===== config.mk =====
export PLATFORM = sky130hd
export DESIGN_NAME = alu_writeback
export DESIGN_NICKNAME = d
export VERILOG_FILES = /design/src/rtl/alu_writeback.sv
export SDC_FILE = /design/constraint.sdc
export NUM_CORES = 1
export LEC_CHECK = 0
export BUFFER_PORTS_ARGS = -buffer_cell sky130_fd_sc_hd__buf_2
export CAP_MARGIN = 20
export CORE_ASPECT_RATIO = 1.2
export CORE_MARGIN = 5
export CORE_UTILIZATION = 44
export DETAILED_ROUTE_END_ITERATION = 10
export GPL_ROUTABILITY_DRIVEN = 0
export PLACE_DENSITY = 0.69
export SYNTH_ARGS = -nofsm -noshare
export SYNTH_HDL_FRONTEND = slang
export SYNTH_SLANG_ARGS = --single-unit
export TNS_END_PERCENT = 50

===== constraint.sdc =====
create_clock -name clk_i -period 6.1 [get_ports clk_i]
set_input_delay 0.305 -clock clk_i [delete_from_list [all_inputs] [get_ports clk_i]]
set_output_delay 0.305 -clock clk_i [all_outputs]
set_load 0.1 [all_outputs]

===== src/rtl/alu_writeback.sv =====
// Writeback stage behind the 16-bit ALU: commits masked S/Z/C/V flags, buffers register-file
// results in a 2-entry in-order FIFO, feeds carry back to the ALU and counts retired operations.
module alu_writeback #(
  parameter int WIDTH     = 16,
  parameter int ADDR_BITS = 3,
  parameter int CNT_BITS  = 16
) (
  input  logic                 clk_i,
  input  logic                 rst_i,
  input  logic                 in_valid_i,
  output logic                 in_ready_o,
  input  logic [WIDTH-1:0]     in_result_i,
  input  logic [3:0]           in_flags_i,
  input  logic [3:0]           in_flag_mask_i,
  input  logic                 in_we_i,
  input  logic [ADDR_BITS-1:0] in_rd_i,
  output logic                 wb_valid_o,
  input  logic                 wb_ready_i,
  output logic [WIDTH-1:0]     wb_data_o,
  output logic [ADDR_BITS-1:0] wb_addr_o,
  input  logic                 flag_load_i,
  input  logic [3:0]           flag_load_val_i,
  output logic [3:0]           flags_o,
  output logic                 carry_out_o,
  output logic [CNT_BITS-1:0]  ops_retired_o
);

  localparam int EntryW = WIDTH + ADDR_BITS;

  logic [1:0]          count_q, count_d;
  logic [EntryW-1:0]   slot0_q, slot0_d;
  logic [EntryW-1:0]   slot1_q, slot1_d;
  logic [3:0]          flags_q, flags_d;
  logic [CNT_BITS-1:0] ops_q, ops_d;

  logic acc;
  logic push;
  logic pop;

  assign in_ready_o = (count_q != 2'd2) & ~rst_i;
  assign acc        = in_valid_i & in_ready_o;
  assign push       = acc & in_we_i;
  assign pop        = wb_valid_o & wb_ready_i;

  // Slot 0 is always the head; emptied slots are zeroed so the head reads 0 when the FIFO is empty.
  always_comb begin
    slot0_d = slot0_q;
    slot1_d = slot1_q;
    if (pop) begin
      slot0_d = slot1_q;
      slot1_d = '0;
    end
    if (push) begin
      if ((count_q == 2'd0) || ((count_q == 2'd1) && pop)) begin
        slot0_d = {in_rd_i, in_result_i};
      end else begin
        slot1_d = {in_rd_i, in_result_i};
      end
    end
    count_d = count_q + {1'b0, push} - {1'b0, pop};
  end

  // A direct flag load overrides the masked update coming from an accepted op.
  always_comb begin
    flags_d = flags_q;
    if (acc) begin
      flags_d = (flags_q & ~in_flag_mask_i) | (in_flags_i & in_flag_mask_i);
    end
    if (flag_load_i) begin
      flags_d = flag_load_val_i;
    end
  end

  always_comb begin
    ops_d = ops_q;
    if (acc && (ops_q != '1)) begin
      ops_d = ops_q + CNT_BITS'(1);
    end
  end

  always_ff @(posedge clk_i) begin
    if (rst_i) begin
      count_q <= 2'd0;
      slot0_q <= '0;
      slot1_q <= '0;
      flags_q <= 4'b0;
      ops_q   <= '0;
    end else begin
      count_q <= count_d;
      slot0_q <= slot0_d;
      slot1_q <= slot1_d;
      flags_q <= flags_d;
      ops_q   <= ops_d;
    end
  end

  assign wb_valid_o    = (count_q != 2'd0);
  assign wb_data_o     = slot0_q[WIDTH-1:0];
  assign wb_addr_o     = slot0_q[EntryW-1:WIDTH];
  assign flags_o       = flags_q;
  assign carry_out_o   = flags_q[1];
  assign ops_retired_o = ops_q;

endmodule


# Yosys cells after proc, flatten, opt, wreduce, memory -nomap -nowiden
# Index checks and enable logic that the tools add are counted.
dict set report word_totals {
  ff_bits 60
  in_bits 37
  out_inout_bits 42
  wordCells 34
}
dict set report op_classes {
  n_addsub 3
  n_eq_ne 3
  n_mux 8
  bitwise_logic 9
  reduce_logical 6
}
# cell count
set op_table {}
lappend op_table {{19-bit two-way mux} 6}
lappend op_table {{16-bit by 1-bit adder with 16-bit output (second input constant)} 1}
lappend op_table {{16-bit != test (second input constant)} 1}
lappend op_table {{4-bit bitwise AND} 2}
lappend op_table {{4-bit two-way mux} 2}
lappend op_table {{1-bit bitwise AND} 4}
lappend op_table {{4-bit inverter} 1}
lappend op_table {{4-bit OR} 1}
lappend op_table {{2-bit nonzero test} 2}
lappend op_table {{2-bit by 1-bit adder with 2-bit output} 1}
lappend op_table {{2-bit by 1-bit equality test with 1-bit output (second input constant)} 1}
lappend op_table {{1-bit logical AND} 2}
lappend op_table {{2-bit zero test} 1}
lappend op_table {{2-bit != test (second input constant)} 1}
lappend op_table {{2-bit by 1-bit subtractor with 2-bit output} 1}
lappend op_table {{1-bit logical OR} 1}
lappend op_table {{1-bit inverter} 1}

# Logic depth before layout (Yosys ltp)
# Gate-level depths: netlist of the first run.
dict set report depth {
  depth_word 6
  mapped_depth 12
  depth_no_buf 9
}

# Worst setup path after synthesis of the first run
# OpenSTA, ideal clock, no wires.
dict set report synth_timing {
  path_kind {register -> register}
  from {reg ops_q[0] (netlist: ops_retired_o[0])}
  to {reg ops_q[10] (netlist: ops_retired_o[10])}
  setup_time_ns 0.070
  t_arrival_ns 2.677
  required_time_ns 6.030
  setup_slack_ns 3.353
  stages_incl_launch_ff 7
  period_less_slack_ns 2.747
  cell_sequence {dfxtp_1 > ha_1 > nand3_1 > or4_1 > buf_2 > or4_1 > a21oi_1}
}
dict set report synth_via {
  elab_chain_len 2
}
# item line
set synth_rtl {}
lappend synth_rtl {{start, declared} 34} ;# logic [CNT_BITS-1:0] ops_q, ops_d;
lappend synth_rtl {{start signal, assigned} 93} ;# ops_q <= ops_d;
lappend synth_rtl {{branches (longest 2 deep; another with 16-bit by 1-bit adder with 16-bit output)} -}
# Several ways; the timed one is not identified.
# A chain may end at the register's enable or synchronous reset.

# Worst setup path in the final report of the first run
dict set report layout_timing {
  from {reg count_q[1]}
  to {reg count_q[1]}
}
dict set report layout_via {
  elab_chain_len 6
}
# item line
set layout_rtl {}
lappend layout_rtl {{start, declared} 30} ;# logic [1:0] count_q, count_d;
lappend layout_rtl {{start signal, assigned} 89} ;# count_q <= count_d;
lappend layout_rtl {{2-bit != test} 40} ;# assign in_ready_o = (count_q != 2'd2) & ~rst_i;
lappend layout_rtl {{1-bit bitwise AND} 40}
lappend layout_rtl {{1-bit bitwise AND} 41} ;# assign acc = in_valid_i & in_ready_o;
lappend layout_rtl {{1-bit bitwise AND} 42} ;# assign push = acc & in_we_i;
lappend layout_rtl {{2-bit by 1-bit adder with 2-bit output} 60} ;# count_d = count_q + {1'b0, push} - {1'b0, pop};
lappend layout_rtl {{2-bit by 1-bit subtractor with 2-bit output *} 60}
# Mark *: on every way between the ends. The rest lies on a longest branch, timed or not.

==> metrics.txt, run 1 <==
status=finished clean; Finish-stage setup viols=0; cts repair resizes=0; Syn Area/Cell=8.59 sq um; TNS Setup=0 ns; global-route wire length before repair=10.6 mm; Final min period=2.51 ns; worst hold slack=0.220 ns; yosys warns=0; clock power share=33.2%; Pre-antenna DRT Iters=4; adder-cell share of the synthesized area=1.36%; final clock skew=0.0109 ns; Root Driver=clkbuf_8; Synth Flop Type=dfxtp_1; CP Capture Type=flip-flop; most common cell after layout, fill and taps aside=buf_2; Reg power frac=39.4%; FF+latch count, synth=60; Area growth syn-to-layout=22.8%; diode count=0; switch share=36.4%; P_int=0.693 mW; vias in the first global route=2,256; max-cap violations=0; detailed placement HPWL=4.45 mm; antenna viol nets, final=0; Setup crit start kind=flip-flop; DRC=0; CTS Buf Count=9; Via density=5.31; Critical Path Slowest Stage Cell=nand2_2; Gate power share=27.4%; Avg WL per Cell=13.8 microns; most frequent cells in the layout=78 x buf_2, 60 x dfxtp_1, 28 x a21oi_1; Post-Synth XOR/XNOR Area=0.637%; Slew headroom=38.8%; CP arrival=2.70 ns; Post-Synth Simple-Gate Area=23.0%; dominant combinational cell family by area after synthesis=simple AND/OR/NAND/NOR gates; crit path cell chain=or2_2 -> nand2_2 -> inv_1 -> ha_1 -> inv_1 -> ha_1 -> xor2_1 -> xnor2_1 -> nor2_1; setup repair bufs after CTS=0; Max VDD drop=141 uV; CP max FO=39; Post-Syn Instances=320; leakage power total=1.48 nW; mux share of post-synthesis cell area=7.28%; Power Density=323 nW/um^2; share of cells above drive strength 1=25.7%; GRT Total Usage=16.6%; worst hold path type=input pin to flip-flop; Clock transition at path regs=0.07 ns; CTS tree=built; synthesized area=2750 sq um; post-synthesis sequential area ratio=43.7%; Compound-Gate Fraction of Synth Area=18.5%; Cell variety after synth=42; Nets=428; Final Hold Vio Count=0; via count=2,524; DRT iter0 DRCs=198; sw power=0.398 mW; CP max stage delay=0.68 ns; Crit Path Category=flip-flop to flip-flop; Core ar.=6050 sq um; number of synthesized flops with an enable pin=0; IO Pins=79; Req. time, crit path=6.29 ns; Die ar.=7940 sq um; die height=96.6 microns; Port-buffer cells=78; die width=82.2 microns; total grt overflow=0; starting density of the core=45.5%; initial antenna violation count=0; pin slew with the least headroom to its limit=0.914 ns; Slew Viols, Final=0; RSZ-0062 raised after global routing=no; pre-CTS setup slack=3.57 ns; worst reg2reg path depth=9; Final WS setup=3.59 ns; ys async rst share=0%; largest net degree at the start of global routing=64; final worst-path cycle share=41.1%; Clock Path Buffers=2; Clk Latency, worst-skew pair=0.33 ns; CTS Hold Bufs=0; syn nets=360; CTS Sinks=60; H-tree depth=3; maximum clock rate=399 MHz; final WL=6.54 mm; row count=31; Hold Path Depth=3
## power groups by stage
stage	logic, mW	registers [mW]	clock network (mW)
floorplan	0.139	0.549	0
global placement	0.296	0.438	0
detailed placement	0.298	0.439	0
CTS	0.299	0.430	0.374
global route	0.315	0.433	0.394
finish	0.299	0.430	0.362
## kinds of logic after synthesis
kind of cell | Yosys count
XOR/XNOR | 2
adder cells (fa/ha/maj) | 3
AO/OA/AOI/OAI | 77
multiplexers | 20
flip-flops | 60
buffers and inverters | 34
AND/OR/NAND/NOR | 124
## path summary, 6_finish.rpt
path | slack (ns) | endpoint | from
worst max-delay path | 3.59 | count_q[1] | count_q[1]
worst min-delay path | 0.22 | slot1_q[9] | in_result_i[9]
worst max register to register | 3.59 | count_q[1] | count_q[1]
worst min register to register | 0.47 | slot1_q[4] | slot1_q[4]
## cell usage after synthesis, drive strengths merged (2+ instances only)
library cell / number / area share [%]
a31oi: 7 / 1.6
and2: 2 / 0.45
mux2i: 20 / 7.3
nand4: 7 / 1.6
nand2: 25 / 3.4
or3: 4 / 0.91
nor2: 27 / 3.7
dfxtp: 60 / 44
inv: 10 / 1.4
o21bai: 2 / 0.55
and3: 4 / 0.91
or4: 4 / 1.1
nand2b: 3 / 0.96
nor3: 8 / 1.5
o31ai: 3 / 0.82
a21oi: 28 / 5.1
o21ai: 3 / 0.55
ha: 3 / 1.4
nor4: 3 / 0.68
nor2b: 7 / 1.9
buf: 8 / 2.0
or2: 2 / 0.45
clkbuf: 16 / 2.2
a311oi: 5 / 1.6
nand3: 24 / 4.4
and4: 2 / 0.64
a211oi: 23 / 6.3
## cell type report
cell class                      count  area [sq um]
Fill cell                         589          2670
Multi-Input combinational cell    226          1400
Sequential cell                    60          1200
Timing Repair Buffer               81           433
Clock buffer                       12           155
Tap cell                           82           103
Clock inverter                      4          47.5
Inverter                           10          37.5
## routing by layer
metal	wire length (microns)	vias up	global-route usage [%]
li1	-	1306	-
met1	2900	1139	21.6
met2	3140	72	25.8
met3	426	7	6.04
met4	62	0	4.22
met5	0	-	0
## sequential cells by signal, indices dropped and copies added (netlist names), named ones only
signal         cells
ops_retired_o     16
slot0_q           19
slot1_q           19
count_q            2
## worst max-delay path: cells and delay by family, from the launching register on
family	cells	cell delay [ns]
XOR/XNOR	2	0.30
adder cells (fa/ha/maj)	2	0.47
buffers and inverters	2	0.17
flip-flops	1	0.37
AND/OR/NAND/NOR	3	1.06
## through the flow
step | power [mW] | area [sq um] | cells | utilization (%)
2_1_floorplan | 0.688 | 2750 | 320 | -
3_3_place_gp | 0.734 | 3150 | 458 | 52.0
3_5_place_dp | 0.737 | 3150 | 458 | 52.0
4_1_cts | 1.10 | 3350 | 474 | 55.4
5_1_grt | 1.14 | 3380 | 475 | 55.8
6_report | 1.09 | 3380 | 475 | 55.8
Note: power is estimated with default switching activity, not from simulation.
==> inputs of run 2 (changes only) <==
Settings changed: PLACE_DENSITY 0.69 to 0.72.
Clock period 6.1 ns to 2.3 ns, I/O delays scaled along.
==> metrics.txt, run 2 (same netlist as run 1, synthesis figures left out) <==
Crit Path Category=flip-flop to flip-flop; worst reg2reg path depth=5; Worst R2R End=ops_retired_o[10]; Max VDD drop=409 uV; share of cells above drive strength 1=28.7%; leakage power total=1.48 nW; antenna viol nets, final=0; Port-buffer cells=78; max-cap violations=0; H-tree depth=3; sw power=1.07 mW; Root Driver=clkbuf_8; CTS Buf Count=9; worst hold path type=input pin to flip-flop; Setup crit start kind=flip-flop; Final Hold Vio Count=0; Avg WL per Cell=13.8 microns; final worst-path cycle share=84.6%; Req. time, crit path=2.56 ns; vias in the first global route=2,552; Finish-stage setup viols=0; Non-Filler Instances=479; IO Pins=79; worst setup path endpoint=ops_retired_o[10]; final WL=6.59 mm; clock power share=29.2%; most frequent cells in the layout=78 x buf_2, 52 x dfxtp_1, 28 x a21oi_1; final clock skew=0.00802 ns; CTS Hold Bufs=0; switch share=39.1%; Final min period=1.94 ns; diode count=0; Power Density=815 nW/um^2; detailed placement HPWL=4.59 mm; Gate power share=29.2%; Area growth syn-to-layout=22.3%; initial antenna violation count=0; CP max FO=6; status=finished clean; RSZ-0062 raised after global routing=no; TNS Setup=0 ns; DRC=0; worst hold slack=0.0331 ns; Worst R2R Setup Slack=0.36 ns; via count=2,576; global-route wire length before repair=11.2 mm; pin slew with the least headroom to its limit=0.731 ns; Pre-antenna DRT Iters=4; Via density=5.38; Nets=432; Core ar.=6050 sq um; placed insts=463; Reg area=1210 sq um; CTS Sinks=60; Clock Path Buffers=2; total grt overflow=0; cts repair resizes=0; Clk Latency, worst-skew pair=0.33 ns; Reg power frac=41.7%; CTS tree=built; P_int=1.67 mW; largest net degree at the start of global routing=55; die height=96.6 microns; fillers=588; CP Capture Type=flip-flop; Clock transition at path regs=0.07 ns; Worst R2R Start=ops_retired_o[0]; GRT Total Usage=17.2%; CP arrival=2.20 ns; most common cell after layout, fill and taps aside=buf_2; DRT iter0 DRCs=83; setup repair bufs after CTS=0; starting density of the core=45.5%; Multi-input gate area=1400 sq um; Setup crit start=ops_retired_o[0]; Slew Viols, Final=0; Slew headroom=51.3%; row count=31; Die ar.=7940 sq um; die width=82.2 microns; maximum clock rate=514 MHz
[run 2: cell types whose count changed in the layout (fill, tap and decap cells not counted)]
cell / change
buf_4: +5
bufinv_16: -1
clkinv_2: +2
clkbuf_1: -1
dfxtp_2: +8
dfxtp_1: -8
clkinvlp_4: +1
or2_4: +1
clkinv_4: +1
buf_16: -1
clkbuf_8: -2
or2_2: -1
[run 2: worst max-delay path, cell delays in order (launching register included)]
cell     delay, ns
dfxtp_2       0.35
ha_1          0.21
nand3_1       0.20
or4_1         0.46
or4_1         0.52
a21oi_1       0.14
[run 2: area by class of cell]
cell class                 count  area share [%]
sequential                    60            36.0
inverter                      10            1.12
multi-input combinational    226            41.7
clock buffer                   9            3.68
tap                           82            3.05
clock inverter                 7            1.30
timing repair buffer          85            13.2
[run 2: per-layer routing]
metal | routed length [microns] | vias up | GRT usage (%) | share of wire, %
met2 | 3170 | 74 | 29.1 | 48
met3 | 373 | 8 | 3.53 | 5.7
met5 | 0 | - | 0 | 0
met1 | 2990 | 1182 | 21.0 | 45
li1 | - | 1312 | - | -
met4 | 65 | 0 | 5.88 | 0.99
[run 2: power groups by stage]
stage,combinational [mW],clock (mW),sequential [mW]
floorplan,0.379,0,1.46
global placement,0.799,0,1.16
detailed placement,0.803,0,1.17
CTS,0.805,0.821,1.14
global route,0.849,0.867,1.15
finish,0.799,0.799,1.14
[run 2: per-stage QoR]
step | total power [mW] | worst slack, ns | utilization, % | area, sq um
after floorplan | 1.83 | -0.0677 | - | 2770
after detailed placement | 1.97 | 0.344 | 52.8 | 3200
final | 2.74 | 0.355 | 55.6 | 3360
after global placement | 1.96 | 0.426 | 52.8 | 3200
after global routing | 2.86 | 0.244 | 55.6 | 3360
after CTS | 2.77 | 0.355 | 55.6 | 3360
[run 2: worst min path at each step]
stage / from / endpoint / cells after the start
after global routing: in_result_i[9] / slot1_q[9] / 3
final: in_rd_i[0] / slot1_q[16] / 3
after global placement: in_result_i[3] / slot1_q[3] / 3
after detailed placement: in_result_i[7] / slot1_q[7] / 3
after floorplan: in_result_i[0] / slot1_q[0] / 2
after CTS: in_rd_i[0] / slot1_q[16] / 3
